--- src/rtl/fetch_unit_if.sv ---
// Bus bundle between the fetch stage, the instruction memory, the redirect source and decode.
// The master modport is the fetch_unit side; the slave modport is the surrounding pipeline/memory.
interface fetch_unit_if #(
  parameter int ADDR_WIDTH  = 16,
  parameter int INSTR_WIDTH = 32
);
  logic                   imem_req;
  logic [ADDR_WIDTH-1:0]  imem_addr;
  logic [INSTR_WIDTH-1:0] imem_rdata;
  logic                   redirect;
  logic [ADDR_WIDTH-1:0]  redirect_pc;
  logic                   instr_valid;
  logic                   instr_ready;
  logic [INSTR_WIDTH-1:0] instr;
  logic [ADDR_WIDTH-1:0]  instr_pc;

  modport master (
    output imem_req, imem_addr, instr_valid, instr, instr_pc,
    input  imem_rdata, redirect, redirect_pc, instr_ready
  );

  modport slave (
    input  imem_req, imem_addr, instr_valid, instr, instr_pc,
    output imem_rdata, redirect, redirect_pc, instr_ready
  );
endinterface

--- src/rtl/fetch_unit.sv ---
// Instruction-fetch stage: PC, credit-limited requests to a 1-cycle memory, and a fetch buffer.
// Optional macro FETCH_PERF_EN adds pop / flush performance counters.

// Safety checker: the credit scheme must never let a return land in a full buffer.
module fetch_unit_chk #(
  parameter int FIFO_DEPTH = 4,
  parameter int CNT_W      = 3
) (
  input logic             i_clk,
  input logic             i_rst,
  input logic             i_push,
  input logic [CNT_W-1:0] i_count
);
  a_no_overflow: assert property (@(posedge i_clk) disable iff (i_rst)
    !(i_push && (i_count >= CNT_W'(FIFO_DEPTH))));
endmodule

module fetch_unit #(
  parameter int                    ADDR_WIDTH  = 16,
  parameter int                    INSTR_WIDTH = 32,
  parameter int                    FIFO_DEPTH  = 4,
  parameter logic [ADDR_WIDTH-1:0] RESET_PC    = {ADDR_WIDTH{1'b0}}
) (
  input  logic          i_clk,
  input  logic          i_rst,
  fetch_unit_if.master  io_bus
`ifdef FETCH_PERF_EN
  ,
  output logic [31:0]   o_perf_fetched,
  output logic [31:0]   o_perf_flushes
`endif
);
  localparam int PTR_W = $clog2(FIFO_DEPTH);
  localparam int CNT_W = PTR_W + 1;
  localparam logic [ADDR_WIDTH-1:0] PC_STEP  = ADDR_WIDTH'(4);
  localparam logic [ADDR_WIDTH-1:0] PC_ALIGN = ~ADDR_WIDTH'(3);

  typedef enum logic [1:0] {
    ST_START = 2'd0,
    ST_FETCH = 2'd1,
    ST_STALL = 2'd2
  } state_t;

  state_t                 r_state;
  state_t                 w_state_nxt;
  logic [ADDR_WIDTH-1:0]  r_pc;
  logic [ADDR_WIDTH-1:0]  r_req_pc;
  logic                   r_inflight;
  logic [CNT_W-1:0]       r_count;
  logic [PTR_W-1:0]       r_wr_ptr;
  logic [PTR_W-1:0]       r_rd_ptr;
  logic [INSTR_WIDTH-1:0] r_mem_instr [FIFO_DEPTH];
  logic [ADDR_WIDTH-1:0]  r_mem_pc    [FIFO_DEPTH];

  logic                   w_req;
  logic                   w_push;
  logic                   w_pop;
  logic [CNT_W-1:0]       w_count_nxt;
  logic [CNT_W-1:0]       w_occ_nxt;

  // Handshake decode, buffer occupancy and next-state selection
  always_comb begin
    w_state_nxt = r_state;
    w_push      = r_inflight & ~io_bus.redirect;
    w_pop       = (r_count != {CNT_W{1'b0}}) & io_bus.instr_ready & ~io_bus.redirect;
    w_req       = (r_state == ST_FETCH) & ~io_bus.redirect;
    w_count_nxt = r_count;

    if (io_bus.redirect) begin
      w_count_nxt = {CNT_W{1'b0}};
    end else begin
      case ({w_push, w_pop})
        2'b10:   w_count_nxt = r_count + CNT_W'(1);
        2'b01:   w_count_nxt = r_count - CNT_W'(1);
        default: w_count_nxt = r_count;
      endcase
    end

    // Credit = buffered entries plus the word still coming back from memory
    w_occ_nxt = w_count_nxt + CNT_W'(w_req);

    case (r_state)
      ST_START: w_state_nxt = ST_FETCH;
      ST_FETCH, ST_STALL: begin
        if (io_bus.redirect) begin
          w_state_nxt = ST_FETCH;
        end else if (w_occ_nxt >= CNT_W'(FIFO_DEPTH)) begin
          w_state_nxt = ST_STALL;
        end else begin
          w_state_nxt = ST_FETCH;
        end
      end
      default: w_state_nxt = ST_START;
    endcase
  end

  // State, PC, in-flight tracking and buffer pointers
  always_ff @(posedge i_clk or posedge i_rst) begin
    if (i_rst) begin
      r_state    <= ST_START;
      r_pc       <= RESET_PC;
      r_req_pc   <= RESET_PC;
      r_inflight <= 1'b0;
      r_count    <= {CNT_W{1'b0}};
      r_wr_ptr   <= {PTR_W{1'b0}};
      r_rd_ptr   <= {PTR_W{1'b0}};
    end else begin
      r_state    <= w_state_nxt;
      r_inflight <= w_req;
      r_count    <= w_count_nxt;
      if (w_req) begin
        r_req_pc <= r_pc;
      end
      if (io_bus.redirect) begin
        r_pc     <= io_bus.redirect_pc & PC_ALIGN;
        r_wr_ptr <= {PTR_W{1'b0}};
        r_rd_ptr <= {PTR_W{1'b0}};
      end else begin
        if (w_req) begin
          r_pc <= r_pc + PC_STEP;
        end
        if (w_push) begin
          r_wr_ptr <= r_wr_ptr + PTR_W'(1);
        end
        if (w_pop) begin
          r_rd_ptr <= r_rd_ptr + PTR_W'(1);
        end
      end
    end
  end

  // Buffer storage; contents are meaningless while count is zero
  always_ff @(posedge i_clk) begin
    if (w_push) begin
      r_mem_instr[r_wr_ptr] <= io_bus.imem_rdata;
      r_mem_pc[r_wr_ptr]    <= r_req_pc;
    end
  end

  assign io_bus.imem_req    = w_req;
  assign io_bus.imem_addr   = r_pc;
  assign io_bus.instr_valid = (r_count != {CNT_W{1'b0}});
  assign io_bus.instr       = r_mem_instr[r_rd_ptr];
  assign io_bus.instr_pc    = r_mem_pc[r_rd_ptr];

`ifdef FETCH_PERF_EN
  // Pops void during a redirect are excluded because w_pop already masks them
  always_ff @(posedge i_clk or posedge i_rst) begin
    if (i_rst) begin
      o_perf_fetched <= 32'd0;
      o_perf_flushes <= 32'd0;
    end else begin
      if (w_pop) begin
        o_perf_fetched <= o_perf_fetched + 32'd1;
      end
      if (io_bus.redirect) begin
        o_perf_flushes <= o_perf_flushes + 32'd1;
      end
    end
  end
`endif

  fetch_unit_chk #(.FIFO_DEPTH(FIFO_DEPTH), .CNT_W(CNT_W)) u_chk (
    .i_clk   (i_clk),
    .i_rst   (i_rst),
    .i_push  (w_push),
    .i_count (r_count)
  );
endmodule
--- src/flat_wrapper.sv ---
// flat-port wrapper written by rule: the top's interface ports become plain ports
module fetch_unit_flat 
#(
  parameter int                    ADDR_WIDTH  = 16,
  parameter int                    INSTR_WIDTH = 32,
  parameter int                    FIFO_DEPTH  = 4,
  parameter logic [ADDR_WIDTH-1:0] RESET_PC    = {ADDR_WIDTH{1'b0}}
)
  (i_clk, i_rst, io_bus_imem_req, io_bus_imem_addr, io_bus_instr_valid, io_bus_instr, io_bus_instr_pc, io_bus_imem_rdata, io_bus_redirect, io_bus_redirect_pc, io_bus_instr_ready);
  fetch_unit_if #(.ADDR_WIDTH(ADDR_WIDTH), .INSTR_WIDTH(INSTR_WIDTH)) io_bus_i ();
  input  logic i_clk;
  input  logic i_rst;
  output wire logic [$bits(io_bus_i.imem_req)-1:0] io_bus_imem_req;
  output wire logic [$bits(io_bus_i.imem_addr)-1:0] io_bus_imem_addr;
  output wire logic [$bits(io_bus_i.instr_valid)-1:0] io_bus_instr_valid;
  output wire logic [$bits(io_bus_i.instr)-1:0] io_bus_instr;
  output wire logic [$bits(io_bus_i.instr_pc)-1:0] io_bus_instr_pc;
  input wire logic [$bits(io_bus_i.imem_rdata)-1:0] io_bus_imem_rdata;
  input wire logic [$bits(io_bus_i.redirect)-1:0] io_bus_redirect;
  input wire logic [$bits(io_bus_i.redirect_pc)-1:0] io_bus_redirect_pc;
  input wire logic [$bits(io_bus_i.instr_ready)-1:0] io_bus_instr_ready;
  assign io_bus_imem_req = io_bus_i.imem_req;
  assign io_bus_imem_addr = io_bus_i.imem_addr;
  assign io_bus_instr_valid = io_bus_i.instr_valid;
  assign io_bus_instr = io_bus_i.instr;
  assign io_bus_instr_pc = io_bus_i.instr_pc;
  assign io_bus_i.imem_rdata = io_bus_imem_rdata;
  assign io_bus_i.redirect = io_bus_redirect;
  assign io_bus_i.redirect_pc = io_bus_redirect_pc;
  assign io_bus_i.instr_ready = io_bus_instr_ready;
  fetch_unit #(.ADDR_WIDTH(ADDR_WIDTH), .INSTR_WIDTH(INSTR_WIDTH), .FIFO_DEPTH(FIFO_DEPTH), .RESET_PC(RESET_PC)) u_core (.i_clk(i_clk), .i_rst(i_rst), .io_bus(io_bus_i));
endmodule
--- config.mk ---
export PLATFORM = sky130hd
export DESIGN_NAME = fetch_unit_flat
export DESIGN_NICKNAME = d
export VERILOG_FILES = /design/src/rtl/fetch_unit_if.sv /design/src/rtl/fetch_unit.sv /design/src/flat_wrapper.sv
export SDC_FILE = /design/constraint.sdc
export NUM_CORES = 1
export LEC_CHECK = 0
export BUFFER_PORTS_ARGS = -buffer_cell sky130_fd_sc_hd__buf_2
export CAP_MARGIN = 25
export CORE_ASPECT_RATIO = 2
export CORE_MARGIN = 2
export CORE_UTILIZATION = 51
export DETAILED_ROUTE_END_ITERATION = 10
export GPL_ROUTABILITY_DRIVEN = 0
export PLACE_DENSITY = 0.84
export SLEW_MARGIN = 25
export SYNTH_ARGS = -nofsm -noshare
export SYNTH_HDL_FRONTEND = slang
export SYNTH_SLANG_ARGS = --single-unit
--- constraint.sdc ---
create_clock -name i_clk -period 2.6 [get_ports i_clk]
set_input_delay 0.26 -clock i_clk [delete_from_list [all_inputs] [get_ports i_clk]]
set_output_delay 0.26 -clock i_clk [all_outputs]
set_load 0.05 [all_outputs]
==> run metrics <==
crit path time final=2.556 ns; die area=17,950 µm²; Post-Synth Adder-Cell Area=between 1.5 and 2%; Ant. Diodes=0; status=completed; Psw=2.879 mW; H-Tree Depth=1; Pre-antenna DRT Iters=4; EDFF count, synth=184; die height=187.5 µm; switch share=30.43%; Global Route Usage Sum=17.79%; Mean Syn Cell Area=20.10 µm²; Remaining Overflow, GRT=0; multiplexer share of the synthesized area=between 10% and 20%; Final setup viols=0; RSZ-0062 raised after global routing=true; Worst Skew=~0.012 ns; Worst Path Required=2.97 ns; Row Count=67; asr flop ratio synth=17.12%; Max Slew Vio Count=0; CTS tree=done; HP Class=input port to flop; Root Driver=clkbuf_16; Worst-path clk slew=0.07 ns; crit-path max FO=3; post-synth top area share=between 60% and 70%; Worst VDD drop=~0.69 mV; Yosys cell types=38; synthesized cell area=8584 µm²; PwrDens=904.7 nW/µm²; top-count cell post-synth=edfxtp_1; clock network power share=around 28%; drt drc=0; cell family with most CP delay=simple AND/OR/NAND/NOR gates; post-synthesis compound-gate area fraction=1.487%; Final Hold Viols=0; largest net degree at the start of global routing=47; core footprint=between 15,000 and 20,000 µm²; combinational fraction of design power=23.4%; Max stage delay on crit path=0.54 ns; layout cells sized above 1=38.64%; fmax=391.3 MHz; Clock Path Buffers=3; main combinational cell family by area after synthesis=multiplexers; Slowest-stage cell, CP=fa_2; dpl cell area=roughly 9500 µm²; dpl hpwl=about 9800 µm; Slew headroom=between 60% and 70%; GR peak layer=met2; Port-buffer cells=111; Commonest cells post-synth=184 x edfxtp_1, 46 x mux4_2, 38 x dfrtp_1; CP Capture Type=flop; Tcrit/Tclk final=98.30%; final core utilization=63.00%; CP cell instances=or3_4 -> nand2_4 -> nor2_1 -> ha_2 -> fa_2 -> nor3b_4 -> o21a_1 -> nor2_1 -> a311o_1; FF+latch count, synth=222; final instance area=10,460 µm²; Worst-Skew Late Latency=0.48 ns; starting density of the core=51.72%; CP Class=flop to flop; Synth Flop Type=edfxtp_1; Setup crit start kind=flop; actual slew at the worst max-slew pin=0.5395 ns; GR Layer Usage met3=2.861%; post-synth top area cell=edfxtp_1; first-pass GRT wire length=24,520 µm; number of buffers created by CTS=19; Max-Cap Viols=0; Total Power=9.460 mW; synthesis warning total=0; P_leak=3.765 nW; die width=roughly 96 µm; Post-Synthesis Cells=between 400 and 500; P_int=6.582 mW; initial antenna violation count=0; Simple-Gate Fraction of Synth Area=3.862%; Final ANT Viol Nets=0; post-synthesis sequential area ratio=roughly 75%; Flop pwr share=between 40% and 50%; met2 Use GR=31.31%; Fin Hold WS=0.01330 ns; CP most frequent cell=nor2_1; vias=4,466; clock net sink count=around 220; CP arrival=2.92 ns; routed wire length=between 15,000 and 20,000 µm; ranking of synthesized cells by area=edfxtp_1 64%, mux4_2 12%, dfrtp_1 11%, mux2_2 1.8%, ha_1 1.3%; Top-Level Pins=between 100 and 150; Vias/cell=between 5 and 6; worst path buffer plus inverter count=0; DR WL/cell=~19 µm; number of DRC markers in iteration 0=roughly 250; Nets=approximately 650; number of global-route vias before repair=between 4,000 and 5,000; met1 GRT Util=23.05%; synth-to-layout area growth=21.82%; xor/xnor share of the synthesized area=1.632%
cell usage in the layout, fill, tap and decap left out, types with 3 or more instances in the layout:
cell           Yosys  layout
o21ai_0           14      14
ha_1               9       8
edfxtp_1         184     184
and2_2             0       4
nor2_1            11      11
and3_1             3       3
buf_4              7      13
nand2_1           18      17
xor2_1             8       8
nor2b_1            5       4
buf_2              7     111
clkinv_2           0       5
mux2_2            14      14
clkbuf_1           4       4
nand3_1            6       6
conb_1             1       4
clkbuf_16          0      19
nand4_1            4       4
mux4_2            46      46
dlygate4sd3_1      0      32
buf_12             0       6
xnor2_1            8       8
dfrtp_1           38      36
mux2i_1            3       3
inv_1              7       7
worst paths after layout:
check | cells after the start | slack (ns) | endpoint | start
setup / recovery | 9 | 0.04 | u_core.r_state[0] | u_core.r_count[2]
min in group asynchronous | 4 | 0.44 | u_core.r_count[2] | i_rst
max in group asynchronous | 4 | 1.79 | u_core.r_rd_ptr[0] | i_rst
hold reg to reg | 0 | 0.52 | u_core.r_mem_pc[1][6] | u_core.r_req_pc[6]
setup reg to reg | 9 | 0.04 | u_core.r_state[0] | u_core.r_count[2]
hold / removal | 1 | 0.01 | u_core.r_mem_instr[3][21] | io_bus_imem_rdata[21]
kinds of logic after synthesis:
kind of cell	Yosys count
other cells	1
fa+ha+maj	10
simple gates	64
mux	63
xor+xnor	16
buf+inv	30
flops	222
compound gates	21
final cells by class:
type / instances / area (µm²)
flip-flops and latches: 222 / 6481
fillers: 1147 / 6141
multi-input cells: 178 / 2016
repair buffers: 162 / 1094
clock buffers: 23 / 490.5
well taps: 207 / 259.0
clock inverters: 11 / 91.34
inverters: 7 / 26.28
metal layers:
layer | wire length [µm] | vias up
met4 | 207 | 0
met1 | 6029 | 2298
met5 | 0 | -
li1 | - | 2002
met3 | 891 | 16
met2 | 8523 | 150
registers in the layout, indices dropped and copies added (netlist names):
signal / count
u_core.io_bus.imem_addr: 14
u_core.r_count: 3
u_core.r_inflight: 1
u_core.r_mem_instr: 128
u_core.r_mem_pc: 56
u_core.r_rd_ptr: 2
u_core.r_req_pc: 14
u_core.r_state: 2
u_core.r_wr_ptr: 2
power by group through the flow:
stage	Combinational (mW)	Clock [mW]	Sequential, mW
after global routing	2.36	2.83	4.66
after detailed placement	2.18	0	4.68
after CTS	2.22	2.70	4.61
after floorplan	1.59	0	4.68
after global placement	2.14	0	4.64
final	2.22	2.64	4.61
timing repair:
action | CTS | global route
hold buffers | 32 | 0
gates resized for setup | 0 | 4
endpoints found under the hold margin | 128 | 0
setup buffers | 0 | 1
setup endpoints to repair | 0 | 3
metrics by stage:
stage          worst slack [ns]  setup TNS (ns)  cells
2_1_floorplan           0.01122               0    430
3_3_place_gp             0.1520               0    743
3_5_place_dp            0.09230               0    743
4_1_cts                 0.07978               0    809
5_1_grt                -0.05642        -0.05642    810
6_report                0.04432               0    810
Note: power is estimated with default switching activity, not from simulation.
